## src/rtl/rpm_multi.sv

```systemverilog
// rpm_multi: per-channel tachometer period meter with a DEPTH-sample moving average.
// Define RPM_DEBOUNCE_EN to add a stability filter between the synchronizer and the edge detector.
module rpm_multi #(
   parameter int WIDTH           = 16,
   parameter int DEPTH_LOG2      = 2,
   parameter int CHANNELS        = 4,
   parameter int STALL_LIMIT     = 65535,
   parameter int DEBOUNCE_CYCLES = 4
) (
   input  logic                      clk,
   input  logic                      reset,
   input  logic [CHANNELS-1:0]       pulse,
   output logic [CHANNELS*WIDTH-1:0] period,
   output logic [CHANNELS-1:0]       valid,
   output logic [CHANNELS-1:0]       stalled,
   output logic [CHANNELS-1:0]       sample
);
   localparam int DEPTH  = 2**DEPTH_LOG2;
   localparam int SUM_W  = WIDTH + DEPTH_LOG2;
   localparam int FILL_W = DEPTH_LOG2 + 1;
   localparam logic [WIDTH-1:0]  LIMIT   = WIDTH'(STALL_LIMIT);
   localparam logic [WIDTH-1:0]  MAX_VAL = '1;
   localparam logic [FILL_W-1:0] FULL    = FILL_W'(DEPTH);

   typedef enum logic {DISARMED, ARMED} state_t;

   genvar gi;
   generate
      for (gi = 0; gi < CHANNELS; gi++) begin : g_ch
         logic                  sync1_reg, sync2_reg;
         logic                  level, level_prev_reg, edge_det_reg;
         state_t                state_reg;
         logic [WIDTH-1:0]      timer_reg;
         logic [WIDTH-1:0]      slot_reg [DEPTH];
         logic [DEPTH_LOG2-1:0] idx_reg;
         logic [SUM_W-1:0]      sum_reg;
         logic [FILL_W-1:0]     fill_reg;
         logic [WIDTH-1:0]      period_reg;
         logic                  valid_reg, stalled_reg, sample_reg;
         logic [WIDTH-1:0]      elapsed;
         logic [WIDTH-1:0]      average;

         always_ff @(posedge clk) begin
            if (reset) begin
               sync1_reg      <= 1'b0;
               sync2_reg      <= 1'b0;
               level_prev_reg <= 1'b0;
               edge_det_reg   <= 1'b0;
            end else begin
               sync1_reg      <= pulse[gi];
               sync2_reg      <= sync1_reg;
               level_prev_reg <= level;
               edge_det_reg   <= level & ~level_prev_reg;
            end
         end

`ifdef RPM_DEBOUNCE_EN
         localparam int CNT_W = $clog2(DEBOUNCE_CYCLES + 1);
         logic             deb_level_reg;
         logic [CNT_W-1:0] deb_cnt_reg;

         // A new level is adopted only after it has differed from the held level for DEBOUNCE_CYCLES cycles in a row.
         always_ff @(posedge clk) begin
            if (reset) begin
               deb_level_reg <= 1'b0;
               deb_cnt_reg   <= '0;
            end else if (sync2_reg != deb_level_reg) begin
               if (deb_cnt_reg == CNT_W'(DEBOUNCE_CYCLES - 1)) begin
                  deb_level_reg <= sync2_reg;
                  deb_cnt_reg   <= '0;
               end else begin
                  deb_cnt_reg <= deb_cnt_reg + CNT_W'(1);
               end
            end else begin
               deb_cnt_reg <= '0;
            end
         end
         assign level = deb_level_reg;
`else
         assign level = sync2_reg;
`endif

         // The stored sample includes the edge cycle itself, so edges N cycles apart measure N.
         assign elapsed = (timer_reg == MAX_VAL) ? MAX_VAL : timer_reg + WIDTH'(1);
         assign average = WIDTH'(sum_reg >> DEPTH_LOG2);

         always_ff @(posedge clk) begin
            if (reset) begin
               state_reg   <= DISARMED;
               timer_reg   <= '0;
               idx_reg     <= '0;
               sum_reg     <= '0;
               fill_reg    <= '0;
               period_reg  <= '0;
               valid_reg   <= 1'b0;
               stalled_reg <= 1'b0;
               sample_reg  <= 1'b0;
               for (int i = 0; i < DEPTH; i++) slot_reg[i] <= '0;
            end else begin
               sample_reg <= 1'b0;
               valid_reg  <= (fill_reg == FULL);
               period_reg <= (fill_reg == FULL) ? average : '0;
               if (timer_reg != LIMIT) timer_reg <= timer_reg + WIDTH'(1);

               if (edge_det_reg) begin
                  timer_reg <= '0;
                  if (state_reg == DISARMED) begin
                     state_reg   <= ARMED;
                     stalled_reg <= 1'b0;
                  end else begin
                     slot_reg[idx_reg] <= elapsed;
                     sum_reg    <= sum_reg - SUM_W'(slot_reg[idx_reg]) + SUM_W'(elapsed);
                     idx_reg    <= idx_reg + DEPTH_LOG2'(1);
                     if (fill_reg != FULL) fill_reg <= fill_reg + FILL_W'(1);
                     sample_reg <= 1'b1;
                  end
               end else if (state_reg == ARMED && timer_reg == LIMIT) begin
                  state_reg   <= DISARMED;
                  stalled_reg <= 1'b1;
                  valid_reg   <= 1'b0;
                  period_reg  <= '0;
                  sum_reg     <= '0;
                  fill_reg    <= '0;
                  idx_reg     <= '0;
                  for (int i = 0; i < DEPTH; i++) slot_reg[i] <= '0;
               end
            end
         end

         assign period[gi*WIDTH +: WIDTH] = period_reg;
         assign valid[gi]   = valid_reg;
         assign stalled[gi] = stalled_reg;
         assign sample[gi]  = sample_reg;
      end
   endgenerate
endmodule
```

## config.mk

```make
export PLATFORM = sky130hd
export DESIGN_NAME = rpm_multi
export DESIGN_NICKNAME = d
export VERILOG_FILES = /design/src/rtl/rpm_multi.sv
export SDC_FILE = /design/constraint.sdc
export NUM_CORES = 1
export LEC_CHECK = 0
export BUFFER_PORTS_ARGS = -buffer_cell sky130_fd_sc_hd__clkbuf_2
export CAP_MARGIN = 20
export CORE_MARGIN = 1
export CORE_UTILIZATION = 57
export CTS_CLUSTER_SIZE = 30
export DETAILED_ROUTE_END_ITERATION = 12
export PLACE_DENSITY = 0.76
export SYNTH_ARGS = -nofsm -noshare
export SYNTH_HDL_FRONTEND = slang
export SYNTH_SLANG_ARGS = --single-unit
```

## constraint.sdc

```tcl
create_clock -name clk -period 4.16 [get_ports clk]
set_input_delay 0.624 -clock clk [delete_from_list [all_inputs] [get_ports clk]]
set_output_delay 0.624 -clock clk [all_outputs]
set_load 0.02 [all_outputs]
```

==> metrics.yaml <==
ant_nets: 0
synthAdderAreaFrac_pct: 10.1
nets: 2642
cts.sinks: 516
dp_slack_ns: 0.0147
ys_seq_elements: 516
largest_reg_flops: 256
required_ns: 4.65
syn_nets: 2520
fp.coreArea_um2: 43400
crit_buf_inv: 0
status: "finished, final reports clean"
synthArstFlopShare_pct: 0
synth_top_family_by_area: "simple AND/OR/NAND/NOR gates"
cts_root_buffer: "clkbuf_16"
crit_path_max_incr_delay_ns: 0.54
io_pins: 82
viasPerCell: 5.64
synth_xor_area_share_pct: 3.24
place.gp.congestion: 0.923
htree_levels: 2
fmax_mhz: 249
grt_pass1_wl_mm: 87.4
hold_class: "input pin to register"
postCtsHoldBufs: 0
routed_wl_mm: 55.1
cts_buffer_depth: 3
worst-path-max-fanout: 10
regToRegEndpoint: "g_ch[3].sum_reg[12]"
finalHoldViolCount: 0
slew_headroom_pct: 23.1
ir_worst_vdd_uv: 281
min_to: "g_ch[3].sync1_reg"
antenna_cells: 0
start_util_pct: 58.1
area_growth_pct: 12.9
cp.arrival_ns: 4.51
synth.avg_cell_area_um2: 10.7
start_kind: "register"
cts_tree: "done"
r2r-start: "g_ch[3].timer_reg[0]"
tightest_slew_ns: 1.15
crit_path_end_kind: "register"
synth_mux_area_share_pct: 6.08
reg2reg_slack_ns: 0.15
startpoint: "g_ch[3].timer_reg[0]"
path_clk_slew_ns: 0.06
crit_top_cell: "fa_1"
die-area_um2: 45000
ys_types: 76
fin_ws_ns: 0.149
crit_path_cell_trace: "ha_1 > nand3_1 > nor3_2 > and4bb_4 > nor2_1 > fa_1 > fa_1 > nor2b_1 > o21a_1 > o21ai_0 > a211oi_2 > o211ai_1 > a21bo_2 > a32o_1"
hpwl_mm: 38.3
numCtsBuffers: 53
synth-main-ff-cell: "dfxtp_1"
min_delay_path_depth: 2
die_width_um: 212
setup_viol: 0
critical_path_class: "register to register"
grt_usage_pct: 24.8
holdCritStartpoint: "pulse[3]"
wl_per_cell_um: 17.8
leakage_nw: 11.5
synth_warnings: 0
drtIter0Drc: 1748
finalClockSkew_ns: 0.0195
fin_area_um2: 28400
synth_area_um2: 25200
fin_crit_ns: 4.01
hold_ws_ns: 0.231
min_period_over_period_pct: 96.4
grt-ovfl-total: 0
synth_compound_area_share_pct: 8.54
synth_edf_count: 256
drt_drc_violations_left: 0
synth_simple_gate_area_share_pct: 15.3
drv_cap: 0
fp.dieH_um: 212
rows: 76
dr.pass1.iters: 6
grt_max_degree: 36
clkLatencyLatePin_ns: 0.60
io_buffer_count: 81
grt_pass1_vias: 17300
crit_family: "compound AO/OA/AOI/OAI gates"
power.density_nw_per_um2: 385
fillers: 3275
grt_antenna_before_repair: 0
synth_seq_area_share_pct: 51.2
final_max_slew_viol_count: 0
cp_slowest_cell: "fa_1"
placed_area_um2: 26500
rr_worst_depth: 14
synthCells: 2350
via_count: 17500
layout-drive-gt1-share_pct: 15.0
-- layout by cell type (no fill, tap or decap), types with 10 or more instances in the layout --
cell,n
clkbuf_1,18
and2_1,71
clkbuf_2,81
a31oi_1,14
mux4_2,64
fa_1,64
and4_1,10
nor3_1,12
nand2b_1,20
inv_1,239
nand4_1,15
edfxtp_1,256
xnor2_1,48
buf_4,94
nand3_1,41
nand2_1,123
a21oi_1,82
a22o_1,14
a21o_1,25
xor2_1,45
nor2_1,443
a211oi_1,12
dfxtp_1,259
o21a_1,19
o211ai_1,10
and3_1,19
a22oi_1,25
o21ai_0,51
nor2b_1,28
ha_1,98
clkbuf_16,58
-- report_power, final --
part | internal [mW] | leakage [nW] | switching [mW]
registers | 5.43 | 4.74 | 0.0409
logic | 0.276 | 5.85 | 0.413
clock network | 2.82 | 0.875 | 1.95
total | 8.53 | 11.5 | 2.41
-- cell families after synthesis --
logic type / count (synthesis)
AO/OA/AOI/OAI: 321
XOR/XNOR: 93
adder cells (fa/ha/maj): 164
buffers and inverters: 350
flip-flops: 516
multiplexers: 73
AND/OR/NAND/NOR: 833
-- synth_stat cells (4+ instances only) --
| master | number | area, µm² |
|---|---|---|
| buf_1 | 9 | 33.8 |
| o21a_1 | 19 | 143 |
| edfxtp_1 | 256 | 7690 |
| and3_1 | 19 | 119 |
| o21bai_1 | 7 | 52.6 |
| a32o_1 | 6 | 60.1 |
| nand4_1 | 15 | 93.8 |
| a21oi_1 | 82 | 410 |
| buf_2 | 7 | 35.0 |
| mux4_2 | 64 | 1440 |
| o211ai_1 | 10 | 75.1 |
| nand2_1 | 123 | 462 |
| buf_4 | 14 | 105 |
| or2_2 | 5 | 31.3 |
| clkbuf_1 | 75 | 282 |
| a22o_1 | 14 | 123 |
| and2_1 | 71 | 444 |
| or3_1 | 7 | 43.8 |
| and2_4 | 9 | 78.8 |
| nand3_1 | 42 | 210 |
| a31oi_1 | 14 | 87.6 |
| ha_1 | 100 | 1250 |
| a22oi_1 | 25 | 188 |
| nor2b_1 | 29 | 181 |
| a311oi_1 | 6 | 52.6 |
| fa_1 | 64 | 1280 |
| xnor2_1 | 48 | 420 |
| dfxtp_1 | 260 | 5200 |
| a21o_1 | 25 | 188 |
| xor2_1 | 45 | 394 |
| o21ai_1 | 6 | 30.0 |
| nand2b_1 | 20 | 125 |
| mux2i_1 | 9 | 90.1 |
| a221o_1 | 5 | 50.1 |
| inv_1 | 239 | 897 |
| buf_6 | 5 | 56.3 |
| o21ai_0 | 55 | 275 |
| and4_1 | 10 | 87.6 |
| nor3_1 | 14 | 70.1 |
| a211oi_1 | 14 | 105 |
| a32oi_1 | 4 | 35.0 |
| nor2_1 | 451 | 1690 |
-- metrics by stage --
stage / utilization (%) / TNS, ns / power (mW) / cells
global route: 65.5 / -0.165 / 11.3 / 3102
finish: 65.5 / 0 / 10.9 / 3102
global placement: 61.1 / 0 / 6.21 / 2997
floorplan: - / 0 / 6.05 / 2350
CTS: 65.2 / 0 / 11.0 / 3097
detailed placement: 61.1 / 0 / 6.24 / 2997
-- worst max path at each step --
stage                          end  slack [ns]  depth (start not counted)
2_1_floorplan  g_ch[3].sum_reg[12]        0.03                         15
3_3_place_gp   g_ch[0].sum_reg[10]        0.12                         17
3_5_place_dp   g_ch[0].sum_reg[10]        0.01                         17
4_1_cts        g_ch[0].sum_reg[15]        0.06                         15
5_1_grt        g_ch[0].sum_reg[17]       -0.05                         17
6_report       g_ch[3].sum_reg[12]        0.15                         14
-- layout make-up --
cell class | instances | area [µm²] | area share [%]
clock buffers | 86 | 1640 | 5.78
clock inverters | 14 | 131 | 0.462
inverters | 240 | 901 | 3.17
multi-input cells | 1484 | 11000 | 38.6
flip-flops and latches | 516 | 12900 | 45.4
well taps | 585 | 732 | 2.58
repair buffers | 177 | 1150 | 4.04
-- per-layer routing --
metal | part of all wire, % | routed length (µm) | track usage, % | vias to the layer above
met5 | 0 | 0 | 0 | -
met4 | 2.5 | 1360 | 8.70 | 0
met3 | 6.5 | 3610 | 3.55 | 96
met2 | 49 | 27300 | 42.1 | 647
met1 | 42 | 22900 | 32.4 | 8484
li1 | - | - | - | 8256
-- worst register-to-register path, delay by kind of cell, from the launching register on --
family,cells,cell delay [ns]
fa+ha+maj,3,1.26
flops,1,0.34
simple gates,5,1.01
compound gates,6,1.31
-- timing repair --
action                     4_1_cts  5_1_grt
pin swaps                        0        6
buffers inserted                 0        5
resized for setup                1       33
setup endpoints to repair        3       27
Power figures use the tool's default switching activity.
